<file path="src/rtl/isi_frame_transmitter_if.sv">
// Stream-pixel handshake between a pixel source and the ISI frame transmitter.
//   pix_valid_i : source has a pixel on pix_i
//   pix_i       : stream pixel
//   pix_ready_o : transmitter consumes pix_i this cycle (when valid)
// Port names carry the transmitter's point of view (i = into it, o = out of it).
interface isi_frame_transmitter_if #(
  parameter int PIX_WIDTH = 8
);
  logic                 pix_valid_i;
  logic [PIX_WIDTH-1:0] pix_i;
  logic                 pix_ready_o;

  modport master (output pix_valid_i, output pix_i, input  pix_ready_o);
  modport slave  (input  pix_valid_i, input  pix_i, output pix_ready_o);
endinterface

</file>
<file path="src/rtl/isi_frame_transmitter.sv">
// ISI camera timing generator: emits pixel_data/hsync/vsync on pixclk_i from
// either an internal pixel stream or a (col+row) test pattern.
//   pixclk_i      : sole clock
//   reset         : synchronous, active high
//   enable_i      : level; frames run back-to-back while high
//   pattern_i     : 1 = test pattern, 0 = stream; latched at frame start
//   s_pix         : stream handshake (valid/pixel in, ready out)
//   pixel_data_o  : ISI pixel bus, zero outside active pixels
//   hsync_o       : high for the active pixels of a line
//   vsync_o       : frame sync pulse, falls before the first line
//   frame_done_o  : one-cycle pulse as the frame's trailing blank ends
//   underflow_o   : sticky, stream had no pixel when one was needed
//   busy_o        : low only when idle
//
// All sync/data outputs are registered from the current state, so they
// trail the state machine by one cycle. pix_ready_o is a decode of the state
// register, which puts an accepted pixel on the bus in the next cycle with
// hsync_o high.
module isi_frame_transmitter #(
  parameter int PIX_WIDTH     = 8,
  parameter int ACTIVE_WIDTH  = 320,
  parameter int ACTIVE_HEIGHT = 240,
  parameter int H_BLANK       = 16,
  parameter int VSYNC_CYCLES  = 8,
  parameter int V_BACK        = 32,
  parameter int V_FRONT       = 32
) (
  input  logic                   pixclk_i,
  input  logic                   reset,
  input  logic                   enable_i,
  input  logic                   pattern_i,
  isi_frame_transmitter_if.slave s_pix,
  output logic [PIX_WIDTH-1:0]   pixel_data_o,
  output logic                   hsync_o,
  output logic                   vsync_o,
  output logic                   frame_done_o,
  output logic                   underflow_o,
  output logic                   busy_o
);

  localparam logic [2:0] S_IDLE   = 3'd0;
  localparam logic [2:0] S_VSYNC  = 3'd1;
  localparam logic [2:0] S_VBACK  = 3'd2;
  localparam logic [2:0] S_LINE   = 3'd3;
  localparam logic [2:0] S_HBLANK = 3'd4;
  localparam logic [2:0] S_VFRONT = 3'd5;

  localparam logic [15:0] VS_LAST  = 16'(VSYNC_CYCLES - 1);
  localparam logic [15:0] VB_LAST  = 16'(V_BACK - 1);
  localparam logic [15:0] COL_LAST = 16'(ACTIVE_WIDTH - 1);
  localparam logic [15:0] ROW_LAST = 16'(ACTIVE_HEIGHT - 1);
  localparam logic [15:0] HB_LAST  = 16'(H_BLANK - 1);
  localparam logic [15:0] VF_LAST  = 16'((V_FRONT > 0) ? V_FRONT - 1 : 0);

  logic [2:0]           r_state;
  logic [15:0]          r_cnt;      // cycle count inside the blanking/sync states
  logic [15:0]          r_col;
  logic [15:0]          r_row;
  logic                 r_pattern;
  logic                 r_hsync;
  logic                 r_vsync;
  logic                 r_frame_done;
  logic                 r_underflow;
  logic                 r_busy;
  logic [PIX_WIDTH-1:0] r_pix;

  logic [2:0]           w_state_nxt;
  logic [15:0]          w_cnt_nxt;
  logic [15:0]          w_col_nxt;
  logic [15:0]          w_row_nxt;
  logic                 w_frame_end;
  logic                 w_start;
  logic                 w_line;
  logic [15:0]          w_pat_sum;
  logic [PIX_WIDTH-1:0] w_pat_pix;

  assign w_line    = (r_state == S_LINE);
  assign w_pat_sum = r_col + r_row;
  assign w_pat_pix = PIX_WIDTH'(w_pat_sum);

  assign s_pix.pix_ready_o = w_line & ~r_pattern;

  always_comb begin
    w_state_nxt = r_state;
    w_cnt_nxt   = r_cnt;
    w_col_nxt   = r_col;
    w_row_nxt   = r_row;
    w_frame_end = 1'b0;
    w_start     = 1'b0;
    case (r_state)
      S_IDLE: begin
        if (enable_i) begin
          w_state_nxt = S_VSYNC;
          w_cnt_nxt   = '0;
          w_col_nxt   = '0;
          w_row_nxt   = '0;
          w_start     = 1'b1;
        end
      end
      S_VSYNC: begin
        if (r_cnt == VS_LAST) begin
          w_state_nxt = S_VBACK;
          w_cnt_nxt   = '0;
        end else begin
          w_cnt_nxt = r_cnt + 16'd1;
        end
      end
      S_VBACK: begin
        if (r_cnt == VB_LAST) begin
          w_state_nxt = S_LINE;
          w_cnt_nxt   = '0;
          w_col_nxt   = '0;
        end else begin
          w_cnt_nxt = r_cnt + 16'd1;
        end
      end
      S_LINE: begin
        if (r_col == COL_LAST) begin
          w_state_nxt = S_HBLANK;
          w_cnt_nxt   = '0;
        end else begin
          w_col_nxt = r_col + 16'd1;
        end
      end
      S_HBLANK: begin
        if (r_cnt != HB_LAST) begin
          w_cnt_nxt = r_cnt + 16'd1;
        end else if (r_row != ROW_LAST) begin
          w_state_nxt = S_LINE;
          w_cnt_nxt   = '0;
          w_col_nxt   = '0;
          w_row_nxt   = r_row + 16'd1;
        end else if (V_FRONT == 0) begin
          // no front porch: the frame ends straight out of the last blank
          w_frame_end = 1'b1;
        end else begin
          w_state_nxt = S_VFRONT;
          w_cnt_nxt   = '0;
        end
      end
      S_VFRONT: begin
        if (r_cnt == VF_LAST) w_frame_end = 1'b1;
        else                  w_cnt_nxt   = r_cnt + 16'd1;
      end
      default: w_state_nxt = S_IDLE;
    endcase

    // enable_i is only looked at between frames, so dropping it mid-frame
    // lets the current frame finish cleanly
    if (w_frame_end) begin
      w_cnt_nxt = '0;
      w_col_nxt = '0;
      w_row_nxt = '0;
      if (enable_i) begin
        w_state_nxt = S_VSYNC;
        w_start     = 1'b1;
      end else begin
        w_state_nxt = S_IDLE;
      end
    end
  end

  always_ff @(posedge pixclk_i) begin
    if (reset) begin
      r_state      <= S_IDLE;
      r_cnt        <= '0;
      r_col        <= '0;
      r_row        <= '0;
      r_pattern    <= 1'b0;
      r_hsync      <= 1'b0;
      r_vsync      <= 1'b0;
      r_frame_done <= 1'b0;
      r_underflow  <= 1'b0;
      r_busy       <= 1'b0;
      r_pix        <= '0;
    end else begin
      r_state      <= w_state_nxt;
      r_cnt        <= w_cnt_nxt;
      r_col        <= w_col_nxt;
      r_row        <= w_row_nxt;
      if (w_start) r_pattern <= pattern_i;
      r_vsync      <= (r_state == S_VSYNC);
      r_hsync      <= w_line;
      r_frame_done <= w_frame_end;
      r_busy       <= (w_state_nxt != S_IDLE);
      // a missing stream pixel still burns its slot; the line is never stretched
      if (w_line) r_pix <= r_pattern ? w_pat_pix : (s_pix.pix_valid_i ? s_pix.pix_i : '0);
      else        r_pix <= '0;
      if (w_line && !r_pattern && !s_pix.pix_valid_i) r_underflow <= 1'b1;
    end
  end

  assign pixel_data_o = r_pix;
  assign hsync_o      = r_hsync;
  assign vsync_o      = r_vsync;
  assign frame_done_o = r_frame_done;
  assign underflow_o  = r_underflow;
  assign busy_o       = r_busy;

endmodule
</file>
<file path="src/flat_wrapper.sv">
// flat-port wrapper written by rule: the top's interface ports become plain ports
module isi_frame_transmitter_flat 
#(
  parameter int PIX_WIDTH     = 8,
  parameter int ACTIVE_WIDTH  = 320,
  parameter int ACTIVE_HEIGHT = 240,
  parameter int H_BLANK       = 16,
  parameter int VSYNC_CYCLES  = 8,
  parameter int V_BACK        = 32,
  parameter int V_FRONT       = 32
)
  (pixclk_i, reset, enable_i, pattern_i, pixel_data_o, hsync_o, vsync_o, frame_done_o, underflow_o, busy_o, s_pix_pix_valid_i, s_pix_pix_i, s_pix_pix_ready_o);
  isi_frame_transmitter_if #(.PIX_WIDTH(PIX_WIDTH)) s_pix_i ();
  input  logic pixclk_i;
  input  logic reset;
  input  logic enable_i;
  input  logic pattern_i;
  output logic [PIX_WIDTH-1:0] pixel_data_o;
  output logic hsync_o;
  output logic vsync_o;
  output logic frame_done_o;
  output logic underflow_o;
  output logic busy_o;
  input wire logic [$bits(s_pix_i.pix_valid_i)-1:0] s_pix_pix_valid_i;
  input wire logic [$bits(s_pix_i.pix_i)-1:0] s_pix_pix_i;
  output wire logic [$bits(s_pix_i.pix_ready_o)-1:0] s_pix_pix_ready_o;
  assign s_pix_i.pix_valid_i = s_pix_pix_valid_i;
  assign s_pix_i.pix_i = s_pix_pix_i;
  assign s_pix_pix_ready_o = s_pix_i.pix_ready_o;
  isi_frame_transmitter #(.PIX_WIDTH(PIX_WIDTH), .ACTIVE_WIDTH(ACTIVE_WIDTH), .ACTIVE_HEIGHT(ACTIVE_HEIGHT), .H_BLANK(H_BLANK), .VSYNC_CYCLES(VSYNC_CYCLES), .V_BACK(V_BACK), .V_FRONT(V_FRONT)) u_core (.pixclk_i(pixclk_i), .reset(reset), .enable_i(enable_i), .pattern_i(pattern_i), .s_pix(s_pix_i), .pixel_data_o(pixel_data_o), .hsync_o(hsync_o), .vsync_o(vsync_o), .frame_done_o(frame_done_o), .underflow_o(underflow_o), .busy_o(busy_o));
endmodule
</file>
<file path="config.mk">
export PLATFORM = sky130hd
export DESIGN_NAME = isi_frame_transmitter_flat
export DESIGN_NICKNAME = d
export VERILOG_FILES = /design/src/rtl/isi_frame_transmitter_if.sv /design/src/rtl/isi_frame_transmitter.sv /design/src/flat_wrapper.sv
export SDC_FILE = /design/constraint.sdc
export NUM_CORES = 1
export LEC_CHECK = 0
export BUFFER_PORTS_ARGS = -buffer_cell sky130_fd_sc_hd__buf_4
export CAP_MARGIN = 5
export CELL_PAD_IN_SITES_DETAIL_PLACEMENT = 0
export CELL_PAD_IN_SITES_GLOBAL_PLACEMENT = 1
export CORE_ASPECT_RATIO = 1.25
export CORE_MARGIN = 2
export CORE_UTILIZATION = 24
export CTS_CLUSTER_SIZE = 28
export DETAILED_ROUTE_END_ITERATION = 12
export PLACE_DENSITY = 0.49
export SYNTH_ARGS = -nofsm -noshare
export SYNTH_HDL_FRONTEND = slang
export SYNTH_SLANG_ARGS = --single-unit
</file>
<file path="constraint.sdc">
create_clock -name pixclk_i -period 6.64 [get_ports pixclk_i]
set_clock_uncertainty 0.05 [all_clocks]
set_input_delay 1.328 -clock pixclk_i [delete_from_list [all_inputs] [get_ports pixclk_i]]
set_output_delay 1.328 -clock pixclk_i [all_outputs]
set_load 0.01 [all_outputs]
</file>
==> flow_metrics.env <==
export IMPL_synth_area_sq_um=3460
export IMPL_synthXorXnorAreaFrac_pct=7.34
export IMPL_synth_distinct_cells=54
export IMPL_synth_compound_area_share_pct=14.6
export IMPL_setup_viol=0
export IMPL_cts_max_level=3
export IMPL_hold_viol_final=0
export IMPL_synth_area_leaders="dfxtp_1 (38%), nor2_1 (6.6%), xnor2_1 (4.6%)"
export IMPL_fin_setup_tns_ns=0
export IMPL_fin_area_sq_um=4100
export IMPL_tightest_slew_ns=0.992
export IMPL_yosys_most_used_dff="dfxtp_1"
export IMPL_grt_max_degree=20
export IMPL_slew_violations=0
export IMPL_maxCapViolCount=0
export IMPL_synthToLayoutAreaGrowth_pct=18.5
export IMPL_dieArea_sq_um=15400
export IMPL_cp_start_kind="register"
export IMPL_fp_dieH_microns=138
export IMPL_seq_area_sq_um=1300
export IMPL_ir_drop_v=0.000101
export IMPL_criticalPathCategory="reg2out"
export IMPL_grt_pass1_wl_microns=15100
export IMPL_grt_pass1_vias=2861
export IMPL_fmax_mhz=316
export IMPL_gp_congestion=0.777
export IMPL_synth_top_cell_area_share_pct=37.6
export IMPL_ys_warnings_count=0
export IMPL_track_usage_pct=12.4
export IMPL_clock_latency_ns=0.34
export IMPL_die_w_microns=111
export IMPL_post_cts_resized=0
export IMPL_yosysTopAreaCell="dfxtp_1"
export IMPL_final_common_cell="dfxtp_1"
export IMPL_antenna_left=0
export IMPL_drtPass1Iterations=4
export IMPL_initial_utilization_pct=24.3
export IMPL_cp_slowest_cell="dfxtp_1"
export IMPL_dp_hpwl_microns=6720
export IMPL_synth_cells=420
export IMPL_ys_async_sr_fraction_pct=0
export IMPL_yosysSeqAreaShare_pct=37.6
export IMPL_path_clk_slew_ns=0.05
export IMPL_portBuffers=26
export IMPL_cts_buffers_inserted=9
export IMPL_core_sq_um=14200
export IMPL_status="complete, no violations"
export IMPL_critPathMaxStageDelay_ns=0.52
export IMPL_synthMuxAreaShare_pct=1.16
export IMPL_slew_headroom_pct=33.4
export IMPL_cts_tree="built"
export IMPL_grt_setup_unrepaired="no"
export IMPL_nets=465
export IMPL_n_fill_cell=1559
export IMPL_final_cell_mix="dfxtp_1 (65), nor2_1 (61), nand2_1 (33)"
export IMPL_powerDensity_nw_per_um2=228
export IMPL_antenna_found_initial=0
export IMPL_drt_wirelength_per_cell_microns=14.7
export IMPL_ios=27
export IMPL_period_share_pct=47.6
export IMPL_cp_top_family="simple AND/OR/NAND/NOR gates"
export IMPL_rows=49
export IMPL_critPathRequiredTime_ns=5.26
export IMPL_hold_path_class="reg2reg"
export IMPL_multi_input_area_sq_um=2030
export IMPL_synth_avg_cell_area_sq_um=8.23
export IMPL_synthSimpleGateAreaFrac_pct=31.5
export IMPL_synth_nets=444
export IMPL_drtIter0Drc=137
export IMPL_crit_chain="nor2b_1 > nand2_1 > nor2_1 > buf_4"
export IMPL_overflow=0
export IMPL_synth_edf_count=0
export IMPL_path_buf_inv=1
export IMPL_post_drt_via_cell_ratio=4.91
export IMPL_drt_wl_total_microns=9200
export IMPL_drc_errors=0
export IMPL_synth_fa_ha_area_share_pct=4.20
export IMPL_synth_top_family_by_area="simple AND/OR/NAND/NOR gates"
export IMPL_ctsLongestPathBuffers=2
export IMPL_critPathArrivalTime_ns=1.78
export IMPL_p_leak_uw=0.00146
export IMPL_drive_gt1_share_pct=12.1
export IMPL_post_route_min_period_ns=3.16
export IMPL_cts_num_sinks=65
export IMPL_clockRootBuffer="clkbuf_16"
export IMPL_antennaDiodeCount=0
export IMPL_holdBufCountCts=0
export IMPL_route_vias_total=3065
export IMPL_cts_setup_buffers=0
export IMPL_synth_seq_cells=65
export IMPL_cp_max_fo=11
export IMPL_dpl_cell_area_sq_um=3790
export IMPL_end_kind="primary output"
-- metal layers --
metal,track usage [%],part of all wire (%),vias to the layer above
met2,20.0,48,79
met3,3.51,4.1,16
li1,-,-,1555
met1,15.2,45,1415
met5,0,0,-
met4,6.30,2.8,0
-- synthesized netlist by cell type (2+ instances only) --
master and n:
nor4_2 2, nor4_1 4, ha_1 10, or3_1 8, xor2_1 11, or2_2 2
nand4_1 8, nand2b_1 6, o31ai_1 5, buf_6 3, a22oi_1 6, and2_1 2
nor2_1 61, nor3_1 14, o211a_1 3, nand3b_1 4, clkbuf_1 8, nor3b_1 3
a21oi_1 29, dfxtp_1 65, inv_1 9, xnor2_1 18, or4_1 2, a31oi_1 6
and3_1 9, nand2_1 33, mux2i_1 4, o21ai_0 18, nor2b_1 10, a21o_1 3
buf_2 2, and4_1 5, buf_1 2, nand3_1 23, a211oi_1 2, and4_4 2
-- logic make-up (layout without fill, tap and decap cells) --
logic type	after synthesis	count (layout)
AND/OR/NAND/NOR	206	206
AO/OA/AOI/OAI	80	80
buffers and inverters	25	51
flip-flops	65	65
adder cells (fa/ha/maj)	11	11
multiplexers	4	4
XOR/XNOR	29	29
-- where the power goes --
group          switching, uW  internal (uW)
sequential              5.09            393
combinational           28.9           17.1
clock                    171            321
total                    205            731
-- sequential cells by signal (all words and copies together), names as in the netlist --
| signal | cells |
|---|---|
| u_core.frame_done_o | 1 |
| u_core.hsync_o | 1 |
| u_core.r_col | 16 |
| u_core.r_cnt | 16 |
| u_core.vsync_o | 1 |
| u_core.busy_o | 1 |
| u_core.pixel_data_o | 8 |
| u_core.underflow_o | 1 |
| u_core.r_pattern | 1 |
| u_core.r_row | 16 |
| u_core.r_state | 3 |
-- final timing paths --
check             cells after the start                end              start  slack [ns]
setup / recovery                      4  s_pix_pix_ready_o  u_core.r_state[1]        3.48
hold / removal                        1   u_core.r_col[15]   u_core.r_col[15]        0.43
setup reg to reg                      7   u_core.r_col[10]  u_core.r_state[0]        3.65
hold reg to reg                       1   u_core.r_col[15]   u_core.r_col[15]        0.43
-- metrics by stage --
stage | hold slack, ns | worst slack, ns | std cells | utilization (%) | total power (uW)
floorplan | 0.382 | 3.84 | 420 | - | 438
global placement | 0.433 | 3.56 | 608 | 26.6 | 454
detailed placement | 0.422 | 3.54 | 608 | 26.6 | 454
CTS | 0.438 | 3.46 | 624 | 28.8 | 957
global route | 0.467 | 3.30 | 624 | 28.8 | 977
finish | 0.433 | 3.48 | 624 | 28.8 | 936
-- cell type report --
cell class	count	area share, %
multi-input cells	330	49.7
flip-flops and latches	65	31.8
clock inverters	2	0.855
well taps	178	5.44
repair buffers	26	4.76
clock buffers	14	6.69
inverters	9	0.825
-- worst register-to-register path, delay by kind of cell (launching register included) --
family          cells  cell delay, ns
simple gates        4            1.27
flops               1            0.51
compound gates      3            1.04
Power figures use the tool's default switching activity.
